<file path="config.mk">
export PLATFORM = sky130hd
export DESIGN_NAME = pps_tracker
export DESIGN_NICKNAME = d
export VERILOG_FILES = /design/src/rtl/pps_tracker.sv
export SDC_FILE = /design/constraint.sdc
export NUM_CORES = 1
export LEC_CHECK = 0
export CORE_MARGIN = 2
export CORE_UTILIZATION = 45
export CTS_CLUSTER_DIAMETER = 30
export CTS_CLUSTER_SIZE = 14
export DETAILED_ROUTE_END_ITERATION = 10
export GPL_TIMING_DRIVEN = 0
export PLACE_DENSITY = 0.64
export REMOVE_ABC_BUFFERS = 1
export SYNTH_ARGS = -nofsm -noshare
export SYNTH_HDL_FRONTEND = slang
export SYNTH_SLANG_ARGS = --single-unit
</file>
<file path="constraint.sdc">
create_clock -name clk -period 9.1 [get_ports clk]
set_input_delay 1.82 -clock clk [delete_from_list [all_inputs] [get_ports clk]]
set_output_delay 1.82 -clock clk [all_outputs]
set_load 0.01 [all_outputs]
</file>
<file path="src/rtl/pps_tracker.sv">
// Multi-source 1PPS tracker: synchronises the selected PPS input, filters jitter
// against a free-running phase reference, detects misses and reports lock state.
module pps_tracker #(
    parameter int C_CLOCK_FREQUENCY = 125000000,
    parameter int C_NUM_SOURCES     = 2,
    parameter int C_WINDOW          = 1,
    parameter int C_FILTER_BITS     = 4,
    parameter int C_LOCK_COUNT      = 3,
    parameter int C_HOLDOVER_MAX    = 10,
    localparam int W     = $clog2(C_CLOCK_FREQUENCY - 1),
    localparam int SEL_W = (C_NUM_SOURCES > 1) ? $clog2(C_NUM_SOURCES) : 1
) (
    input  logic                     clk,
    input  logic                     rst,
    input  logic [C_NUM_SOURCES-1:0] pps_in,
    input  logic [SEL_W-1:0]         pps_sel,
    output logic                     pps_out,
    output logic [1:0]               pps_state,
    output logic [W-1:0]             pps_phase,
    output logic signed [W:0]        pps_err,
    output logic                     pps_err_valid
);

    localparam int LK_W = $clog2(C_LOCK_COUNT + 1);
    localparam int MS_W = $clog2(C_HOLDOVER_MAX + 2);
    localparam int FB   = C_FILTER_BITS;
    localparam logic [W:0]        F_W1   = (W+1)'(C_CLOCK_FREQUENCY);
    localparam logic [W:0]        HALF   = (W+1)'(C_CLOCK_FREQUENCY / 2);
    localparam logic [W:0]        DL_OFF = (W+1)'(C_WINDOW + 1);
    localparam logic signed [W:0] WIN_S  = (W+1)'(C_WINDOW);

    typedef enum logic [1:0] {
        ST_NO_SIGNAL = 2'd0,
        ST_ACQUIRE   = 2'd1,
        ST_LOCKED    = 2'd2,
        ST_HOLDOVER  = 2'd3
    } state_t;

    function automatic logic [FB-1:0] sat_dec(input logic [FB-1:0] v);
        return (v == '0) ? v : v - 1'b1;
    endfunction

    (* ASYNC_REG = "TRUE" *) logic [C_NUM_SOURCES-1:0] sync1_q;
    (* ASYNC_REG = "TRUE" *) logic [C_NUM_SOURCES-1:0] sync2_q;
    logic [C_NUM_SOURCES-1:0] sync3_q;
    logic [C_NUM_SOURCES-1:0] rise;
    logic [SEL_W-1:0]         sel_q;
    logic                     sel_change;
    logic                     pps_edge;

    logic [W-1:0]        fc_q, fc_d;
    logic [W-1:0]        lp_q, lp_d;
    logic [FB-1:0]       adv_q, adv_d, late_q, late_d;
    logic [LK_W-1:0]     lock_q, lock_d;
    logic [MS_W-1:0]     miss_q, miss_d;
    logic                edge_seen_q, edge_seen_d;
    state_t              state_q, state_d;
    logic                pps_out_q;
    logic [W-1:0]        phase_q;
    logic signed [W:0]   err_q;
    logic                err_vld_q;

    logic [W:0]          d, dl_sum, deadline;
    logic signed [W:0]   e;
    logic                is_match, is_adv, is_late, in_win, dl_hit, miss;

    // Input synchronisers run on every source so a switch sees settled history
    always_ff @(posedge clk) begin
        sync1_q <= pps_in;
        sync2_q <= sync1_q;
        sync3_q <= sync2_q;
        sel_q   <= pps_sel;
    end

    assign rise       = sync2_q & ~sync3_q;
    assign sel_change = (pps_sel != sel_q);

    always_comb begin
        pps_edge = 1'b0;
        for (int i = 0; i < C_NUM_SOURCES; i++) begin
            if (pps_sel == SEL_W'(i)) pps_edge = rise[i];
        end
    end

    // Phase error folded into (-F/2, F/2]
    always_comb begin
        if (fc_q >= lp_q) d = {1'b0, fc_q} - {1'b0, lp_q};
        else              d = {1'b0, fc_q} + F_W1 - {1'b0, lp_q};
        if (d <= HALF) e = $signed(d);
        else           e = $signed(d - F_W1);
    end

    assign is_match = (e == '0);
    assign is_adv   = (e < 0) && (e >= -WIN_S);
    assign is_late  = (e > 0) && (e <= WIN_S);
    assign in_win   = is_match || is_adv || is_late;

    assign dl_sum   = {1'b0, lp_q} + DL_OFF;
    assign deadline = (dl_sum >= F_W1) ? dl_sum - F_W1 : dl_sum;
    assign dl_hit   = ({1'b0, fc_q} == deadline);
    assign miss     = dl_hit && !edge_seen_q && !pps_edge;

    assign fc_d = (fc_q == W'(C_CLOCK_FREQUENCY - 1)) ? '0 : fc_q + 1'b1;

    always_comb begin
        state_d     = state_q;
        lp_d        = lp_q;
        adv_d       = adv_q;
        late_d      = late_q;
        lock_d      = lock_q;
        miss_d      = miss_q;
        edge_seen_d = edge_seen_q;

        if (pps_edge)    edge_seen_d = 1'b1;
        else if (dl_hit) edge_seen_d = 1'b0;

        if (pps_edge) begin
            if (state_q == ST_NO_SIGNAL || !in_win) begin
                lp_d    = fc_q;
                adv_d   = '0;
                late_d  = '0;
                lock_d  = '0;
                miss_d  = '0;
                state_d = ST_ACQUIRE;
            end else begin
                if (is_match) begin
                    adv_d  = sat_dec(adv_q);
                    late_d = sat_dec(late_q);
                end else if (is_adv) begin
                    late_d = sat_dec(late_q);
                    if (&adv_q) begin
                        lp_d   = fc_q;
                        adv_d  = '0;
                        late_d = '0;
                    end else begin
                        adv_d = adv_q + 1'b1;
                    end
                end else begin
                    adv_d = sat_dec(adv_q);
                    if (&late_q) begin
                        lp_d   = fc_q;
                        adv_d  = '0;
                        late_d = '0;
                    end else begin
                        late_d = late_q + 1'b1;
                    end
                end
                case (state_q)
                    ST_ACQUIRE: begin
                        if (lock_q >= LK_W'(C_LOCK_COUNT - 1)) begin
                            lock_d  = LK_W'(C_LOCK_COUNT);
                            state_d = ST_LOCKED;
                        end else begin
                            lock_d = lock_q + 1'b1;
                        end
                    end
                    ST_HOLDOVER: begin
                        state_d = ST_LOCKED;
                        miss_d  = '0;
                    end
                    default: ;
                endcase
            end
        end else if (miss) begin
            case (state_q)
                ST_ACQUIRE: lock_d = '0;
                ST_LOCKED: begin
                    state_d = ST_HOLDOVER;
                    miss_d  = MS_W'(1);
                end
                ST_HOLDOVER: begin
                    miss_d = miss_q + 1'b1;
                    if (miss_q >= MS_W'(C_HOLDOVER_MAX)) state_d = ST_NO_SIGNAL;
                end
                default: ;
            endcase
        end

        // A new source invalidates filter history; a lock degrades to holdover
        if (sel_change) begin
            adv_d  = '0;
            late_d = '0;
            lock_d = '0;
            if (state_d == ST_LOCKED) begin
                state_d = ST_HOLDOVER;
                miss_d  = '0;
            end
        end
    end

    always_ff @(posedge clk) begin
        if (rst) begin
            fc_q        <= '0;
            lp_q        <= '0;
            adv_q       <= '0;
            late_q      <= '0;
            lock_q      <= '0;
            miss_q      <= '0;
            edge_seen_q <= 1'b0;
            state_q     <= ST_NO_SIGNAL;
            pps_out_q   <= 1'b0;
            phase_q     <= '0;
            err_q       <= '0;
            err_vld_q   <= 1'b0;
        end else begin
            fc_q        <= fc_d;
            lp_q        <= lp_d;
            adv_q       <= adv_d;
            late_q      <= late_d;
            lock_q      <= lock_d;
            miss_q      <= miss_d;
            edge_seen_q <= edge_seen_d;
            state_q     <= state_d;
            pps_out_q   <= (fc_q == lp_q);
            phase_q     <= lp_q;
            err_vld_q   <= pps_edge;
            if (pps_edge) err_q <= e;
        end
    end

    assign pps_out       = pps_out_q;
    assign pps_state     = state_q;
    assign pps_phase     = phase_q;
    assign pps_err       = err_q;
    assign pps_err_valid = err_vld_q;

endmodule
</file>
==> flow_summary.yaml, run 1 <==
route:
  drc_errors: 0
  drtIter0Drc: 1126
  dr.pass1.iters: 5
  num_vias: 13900
  wl_per_cell_um: 19.6
  viasPerCell: 6.14
  drt-total-wl_mm: 44.4
  ant_nets: 0
synth:
  yosys-top-cells-area: "dfxtp_1 (19%), ha_1 (7.2%), xnor2_1 (6.1%)"
  yosysMostFrequentCell: "nor2_1"
  ys.flop_type: "dfxtp_1"
  yosysTopAreaCellShare: 0.194
  ys_types: 106
  syn_area_per_cell_um2: 7.52
  ys_ff_latch: 135
  synth.largest_area_cell: "dfxtp_1"
  syn-instance-count: 1858
  syn_area_um2: 14000
  yosysSeqAreaShare: 0.194
  synthArstFlopShare: 0
  synth-edff-count: 0
  yosysWarnings: 0
  synthTopCellsByCount: "nor2_1 (207), nand2_1 (154), dfxtp_1 (135), a21oi_1 (119), inv_1 (109)"
power:
  switching_power_w: 0.000733
  power_frac_seq: 0.304
  cellPowerDensity_nw_per_um2: 132
  p_comb_frac: 0.327
  clkPwrFrac: 0.369
  sw_frac_of_total: 0.359
  internal_power_w: 0.00131
  cellLeakagePower_nw: 5.85
  vdd_drop_max_mv: 0.124
timing:
  final_hold_viol_count: 0
  maxSlewViolCount: 0
  rsz0062_at_grt: "false"
  tightest_slew_ns: 1.02
  fin_skew_ns: 0.0183
  max_freq_ghz: 0.117
  finalSetupViolCount: 0
  period_needed_ns: 8.55
  setup_ws_ns: 0.547
  finalCritPeriodShare: 0.940
  max_slew_margin: 0.315
global_route:
  antenna_found_initial: 0
  grt_usage: 0.267
  grt.overflow.total: 0
  grt_pass1_vias: 12900
  grt_start_max_net_pins: 48
  grt_pass1_wl_mm: 70.4
placement:
  dpl_cell_area_um2: 14700
  dp_slack_ns: -0.845
  portBuffers: 63
  gp_congestion: 0.963
  placed_cells: 2225
  dp.final_hpwl_mm: 34.1
clock_tree:
  path_clk_slew_ns: 0.07
  cts_root_buf: "clkbuf_16"
  ctsHtreeMaxLevel: 4
  hold_buffers: 0
  clk_path_buf_depth: 2
  worstSkewPairLatency_ns: 0.46
  clock_sinks: 135
  cts-buffers-inserted: 17
  cts_tree: "done"
setup_path:
  crit_path_start_kind: "register"
  critPathRequiredTime_ns: 9.44
  crit_fanout: 41
  reg2reg_depth: 24
  r2r_end: "lp_q[3]$_SDFFE_PP0P_"
  endpoint: "lp_q[3]$_SDFFE_PP0P_"
  r2r_slack_ns: 0.55
  r2r_start: "fc_q[11]$_SDFF_PP0_"
  crit_path_start: "fc_q[11]$_SDFF_PP0_"
  cp.arrival_ns: 8.90
  endpoint_kind: "register"
  crit_type: "register to register"
final_layout:
  final_cells: 2262
  fill_cells: 3087
  design_area_um2: 15400
  layout-drive-gt1-share: 0.0654
  final_nets: 1951
  insertedDiodeCount: 0
  syn_to_final_growth_pct: 10.4
die:
  ios: 64
  dieArea_um2: 32500
  core_area_um2: 30600
  fp.dieH_um: 180
  initial_utilization: 0.457
  die_x_um: 180
  rows: 64
min_path:
  min_path_type: "register to register"
status:
  status: "finished, final reports clean"
run:
  maxCapViolations: 0
[worst min-delay path by stage]
stage                        from            endpoint  slack [ns]  cells past startpoint
2_1_floorplan  sync1_q[0]$_DFF_P_  sync2_q[0]$_DFF_P_        0.31                      0
3_3_place_gp   sync1_q[1]$_DFF_P_  sync2_q[1]$_DFF_P_        0.31                      0
3_5_place_dp   sync1_q[0]$_DFF_P_  sync2_q[0]$_DFF_P_        0.31                      0
4_1_cts        sync1_q[0]$_DFF_P_  sync2_q[0]$_DFF_P_        0.33                      0
5_1_grt        sync1_q[0]$_DFF_P_  sync2_q[0]$_DFF_P_        0.33                      0
6_report       sync1_q[0]$_DFF_P_  sync2_q[0]$_DFF_P_        0.33                      0
[cells in the final DEF (no fill, tap or decap), types with 9 or more instances in the layout]
cell,synthesis,routed
o31ai_1,13,13
o21ai_0,65,65
xnor2_1,98,98
mux2i_1,21,21
o211ai_1,18,18
a21oi_1,119,119
o2111ai_1,9,9
nor3_1,61,61
o21a_1,15,14
a31oi_1,17,17
mux2_4,20,20
ha_1,80,80
nand2b_1,21,21
dfxtp_1,135,135
clkdlybuf4s50_1,0,62
nand4_1,38,38
nor3b_1,12,12
inv_1,109,109
a21o_1,33,31
nor2b_1,26,26
o22ai_1,9,9
a211oi_1,24,24
nand3_1,62,62
or3_1,19,19
and3_1,27,27
nand2_1,154,154
mux2_2,10,10
o31a_1,13,13
nor2_1,207,207
xor2_1,38,38
and2_1,29,29
clkbuf_16,0,17
fa_1,13,13
nor4_1,29,29
[state kept, by name, summed over array words and instances, names as in the netlist]
register,cells
lp_q,27
pps_phase,27
sync2_q,2
pps_err_valid,1
adv_q,4
lock_q,2
sync1_q,2
sel_q,1
pps_err,28
late_q,4
edge_seen_q,1
pps_state,2
sync3_q,2
fc_q,27
miss_q,4
pps_out,1
[power by group through the flow]
stage          Combinational [W]  Clock [W]  Sequential, W
2_1_floorplan           0.000455          0       0.000639
3_3_place_gp            0.000636          0       0.000633
3_5_place_dp            0.000648          0       0.000634
4_1_cts                 0.000657   0.000765       0.000620
5_1_grt                 0.000722   0.000791       0.000623
6_report                0.000668   0.000753       0.000620
[stage by stage]
step / total power, W / setup TNS, ns / hold slack (ns) / utilization
after global placement: 0.00127 / -19.95 / 0.311 / 0.478
after CTS: 0.00204 / 0 / 0.327 / 0.503
after detailed placement: 0.00128 / -20.97 / 0.312 / 0.480
final: 0.00204 / 0 / 0.327 / 0.504
after global routing: 0.00214 / 0 / 0.331 / 0.504
after floorplan: 0.00109 / 0 / 0.310 / -
[per-layer routing]
layer	track usage	wire, um
met1	0.355	20200
met2	0.436	20300
met3	0.0354	2250
met4	0.114	1600
met5	0	0
[layout make-up]
| cell class | count | area [um2] | area share |
|---|---|---|---|
| clock buffers | 20 | 457 | 0.0296 |
| multi-input cells | 1519 | 10400 | 0.677 |
| inverters | 110 | 413 | 0.0268 |
| repair buffers | 70 | 738 | 0.0479 |
| well taps | 396 | 495 | 0.0321 |
| flip-flops and latches | 135 | 2700 | 0.175 |
| clock inverters | 12 | 165 | 0.0107 |
[repair_timing]
action / in CTS / in global routing
setup endpoints to repair: 27 / 30
gates resized for setup: 2 / 3
cloned: 2 / 0
pin swaps: 3 / 0
setup buffers: 3 / 0
[cells by family after synthesis]
kind of cell    synth area share
compound gates             0.243
xor+xnor                  0.0869
fa+ha+maj                 0.0903
buf+inv                   0.0625
flops                      0.194
mux                       0.0462
simple gates               0.277
[worst max-delay path, cell delays in order, from the launching register on]
cell and delay (ns):
dfxtp_1 0.62, inv_1 0.23, ha_1 0.51, and2_1 0.23
nand4_1 0.13, o31ai_1 0.40, a21o_4 0.21, a21o_2 0.65
mux2_2 0.33, inv_1 0.12, ha_1 0.34, inv_1 0.18
a211oi_1 0.11, o31ai_1 0.80, o21ai_2 0.37, a21o_1 0.33
a2111oi_0 0.45, xor2_1 0.45, o21bai_1 0.23, nor4_4 0.09
a32oi_2 0.49, nor2_1 0.32, a21oi_4 0.22, buf_12 0.19
mux2_2 0.35
Power figures use the tool's default switching activity.
==> inputs of run 2 (changes only) <==
--- a/config.mk
+++ b/config.mk
@@ -5,13 +5,16 @@
 export SDC_FILE = /design/constraint.sdc
 export NUM_CORES = 1
 export LEC_CHECK = 0
+export CELL_PAD_IN_SITES_DETAIL_PLACEMENT = 0
+export CELL_PAD_IN_SITES_GLOBAL_PLACEMENT = 1
 export CORE_MARGIN = 2
 export CORE_UTILIZATION = 45
 export CTS_CLUSTER_DIAMETER = 30
 export CTS_CLUSTER_SIZE = 14
 export DETAILED_ROUTE_END_ITERATION = 10
 export GPL_TIMING_DRIVEN = 0
-export PLACE_DENSITY = 0.64
+export MAX_ROUTING_LAYER = met4
+export PLACE_DENSITY = 0.82
 export REMOVE_ABC_BUFFERS = 1
 export SYNTH_ARGS = -nofsm -noshare
 export SYNTH_HDL_FRONTEND = slang
==> flow_summary.yaml, run 2 (synthesis results as in run 1) <==
status:
  status: "finished, final reports clean"
final_layout:
  final_cell_mix: "nor2_1 (207), nand2_1 (154), dfxtp_1 (135)"
  multi_input_area_um2: 10400
  syn_to_final_growth_pct: 10.0
  final_nets: 1949
  insertedDiodeCount: 0
  fill_cells: 3125
  layout-drive-gt1-share: 0.0633
  largest_reg_flops: 28
  layout_commonest_cell: "nor2_1"
  regArea_um2: 2700
  final_cells: 2259
placement:
  dp.final_hpwl_mm: 34.6
  dp_slack_ns: -0.778
  placed_cells: 2224
  gp_congestion: 0.965
  portBuffers: 63
clock_tree:
  clk_path_buf_depth: 2
  worstSkewPairLatency_ns: 0.45
  ctsHtreeMaxLevel: 4
  clock_sinks: 135
  cts_tree: "done"
  cts_root_buf: "clkbuf_16"
  path_clk_slew_ns: 0.06
  cts-buffers-inserted: 17
route:
  ant_nets: 0
  viasPerCell: 6.13
  wl_per_cell_um: 19.7
  drtIter0Drc: 996
  num_vias: 13800
  drc_errors: 0
  dr.pass1.iters: 7
  drt-total-wl_mm: 44.6
die:
  core_area_um2: 30600
  rows: 64
  fp.dieH_um: 180
  ios: 64
  die_x_um: 180
  dieArea_um2: 32500
  initial_utilization: 0.457
setup_path:
  crit_fanout: 41
  r2r_slack_ns: 0.44
  crit_path_top_delay_cell: "a21o_1"
  cpPeakStageDelay_ns: 0.77
  cp.arrival_ns: 8.99
  crit_path_start_kind: "register"
  critPathBufInv: 2
  critPathRequiredTime_ns: 9.44
  crit_type: "register to register"
  path_delay_family: "compound AO/OA/AOI/OAI gates"
  endpoint_kind: "register"
timing:
  max_slew_margin: 0.120
  fin_skew_ns: 0.0121
  setup_ws_ns: 0.444
  max_freq_ghz: 0.116
  maxSlewViolCount: 0
  final_hold_viol_count: 0
  period_needed_ns: 8.66
  rsz0062_at_grt: "false"
  finalSetupViolCount: 0
  tns_ns: 0
  tightest_slew_ns: 1.31
  finalCritPeriodShare: 0.951
power:
  clkPwrFrac: 0.357
  p_comb_frac: 0.334
  switching_power_w: 0.000715
  cellPowerDensity_nw_per_um2: 131
  vdd_drop_max_mv: 0.123
  cellLeakagePower_nw: 5.83
  sw_frac_of_total: 0.356
  internal_power_w: 0.00129
  power_frac_seq: 0.309
global_route:
  grt_start_max_net_pins: 51
  grt.overflow.total: 0
  grt_pass1_vias: 12800
  grt_pass1_wl_mm: 70.6
  grt_usage: 0.276
  antenna_found_initial: 0
run:
  maxCapViolations: 0
min_path:
  min_path_type: "register to register"
run 2: final timing paths:
check / startpoint / cells after the start / endpoint
worst max-delay path: fc_q[11]$_SDFF_PP0_ / 25 / lp_q[7]$_SDFFE_PP0P_
worst min register to register: sync1_q[1]$_DFF_P_ / 0 / sync2_q[1]$_DFF_P_
worst max register to register: fc_q[11]$_SDFF_PP0_ / 25 / lp_q[7]$_SDFFE_PP0P_
worst min-delay path: sync1_q[1]$_DFF_P_ / 0 / sync2_q[1]$_DFF_P_
run 2: worst reg2reg max path: stages, from the launching register on:
cell       delay, ns
dfxtp_1         0.64
inv_1           0.22
ha_1            0.47
nand2_1         0.21
o21ai_2         0.09
o31a_1          0.33
a21o_4          0.28
a21o_4          0.38
nand2_1         0.11
a21boi_1        0.61
ha_1            0.35
o211ai_1        0.11
a211oi_1        0.17
nor3_1          0.09
a211oi_1        0.36
nand4_1         0.15
a21oi_1         0.71
a21o_1          0.77
o31a_1          0.32
o2111ai_1       0.18
nor4_4          0.51
a32oi_2         0.25
nor2_1          0.57
a21oi_4         0.12
buf_12          0.20
mux2_4          0.33
run 2: final cells by class:
type	instances	share of cell area
clock buffer	19	0.0288
clock inverter	12	0.0100
inverter	110	0.0269
multi-input combinational	1519	0.680
sequential	135	0.176
tap	396	0.0322
timing repair buffer	68	0.0464
run 2: what timing repair did:
| action | 4_1_cts | 5_1_grt |
|---|---|---|
| hold buffers | 0 | 0 |
| cloned | 1 | 1 |
| gates resized for setup | 3 | 2 |
| setup buffers | 1 | 1 |
| endpoints found under the setup margin | 27 | 27 |
| pin swaps | 1 | 2 |
run 2: power by group through the flow:
stage,logic [W],clock network [W],registers [W]
after floorplan,0.000455,0,0.000639
after global placement,0.000643,0,0.000633
after detailed placement,0.000651,0,0.000633
after CTS,0.000656,0.000733,0.000620
after global routing,0.000726,0.000754,0.000623
final,0.000671,0.000718,0.000620
run 2: metal layers:
| layer | vias up | wire length, um | track usage |
|---|---|---|---|
| met3 | 83 | 1910 | 0.0319 |
| met2 | 446 | 20600 | 0.438 |
| met5 | - | 0 | - |
| met1 | 6567 | 20700 | 0.361 |
| li1 | 6749 | - | - |
| met4 | 0 | 1400 | 0.0990 |
run 2: through the flow:
step	utilization	area, um2	hold slack [ns]	power [W]
2_1_floorplan	-	13500	0.310	0.00109
3_3_place_gp	0.478	14600	0.312	0.00128
3_5_place_dp	0.480	14700	0.315	0.00128
4_1_cts	0.501	15300	0.330	0.00201
5_1_grt	0.502	15400	0.339	0.00210
6_report	0.502	15400	0.327	0.00201
==> inputs of run 3 (changes only) <==
--- a/config.mk
+++ b/config.mk
@@ -10,7 +10,6 @@
 export CORE_MARGIN = 2
 export CORE_UTILIZATION = 45
 export CTS_CLUSTER_DIAMETER = 30
-export CTS_CLUSTER_SIZE = 14
 export DETAILED_ROUTE_END_ITERATION = 10
 export GPL_TIMING_DRIVEN = 0
 export MAX_ROUTING_LAYER = met4
==> results of run 3 <==
The final DEF is identical to that of run 2; final timing and power are the same.
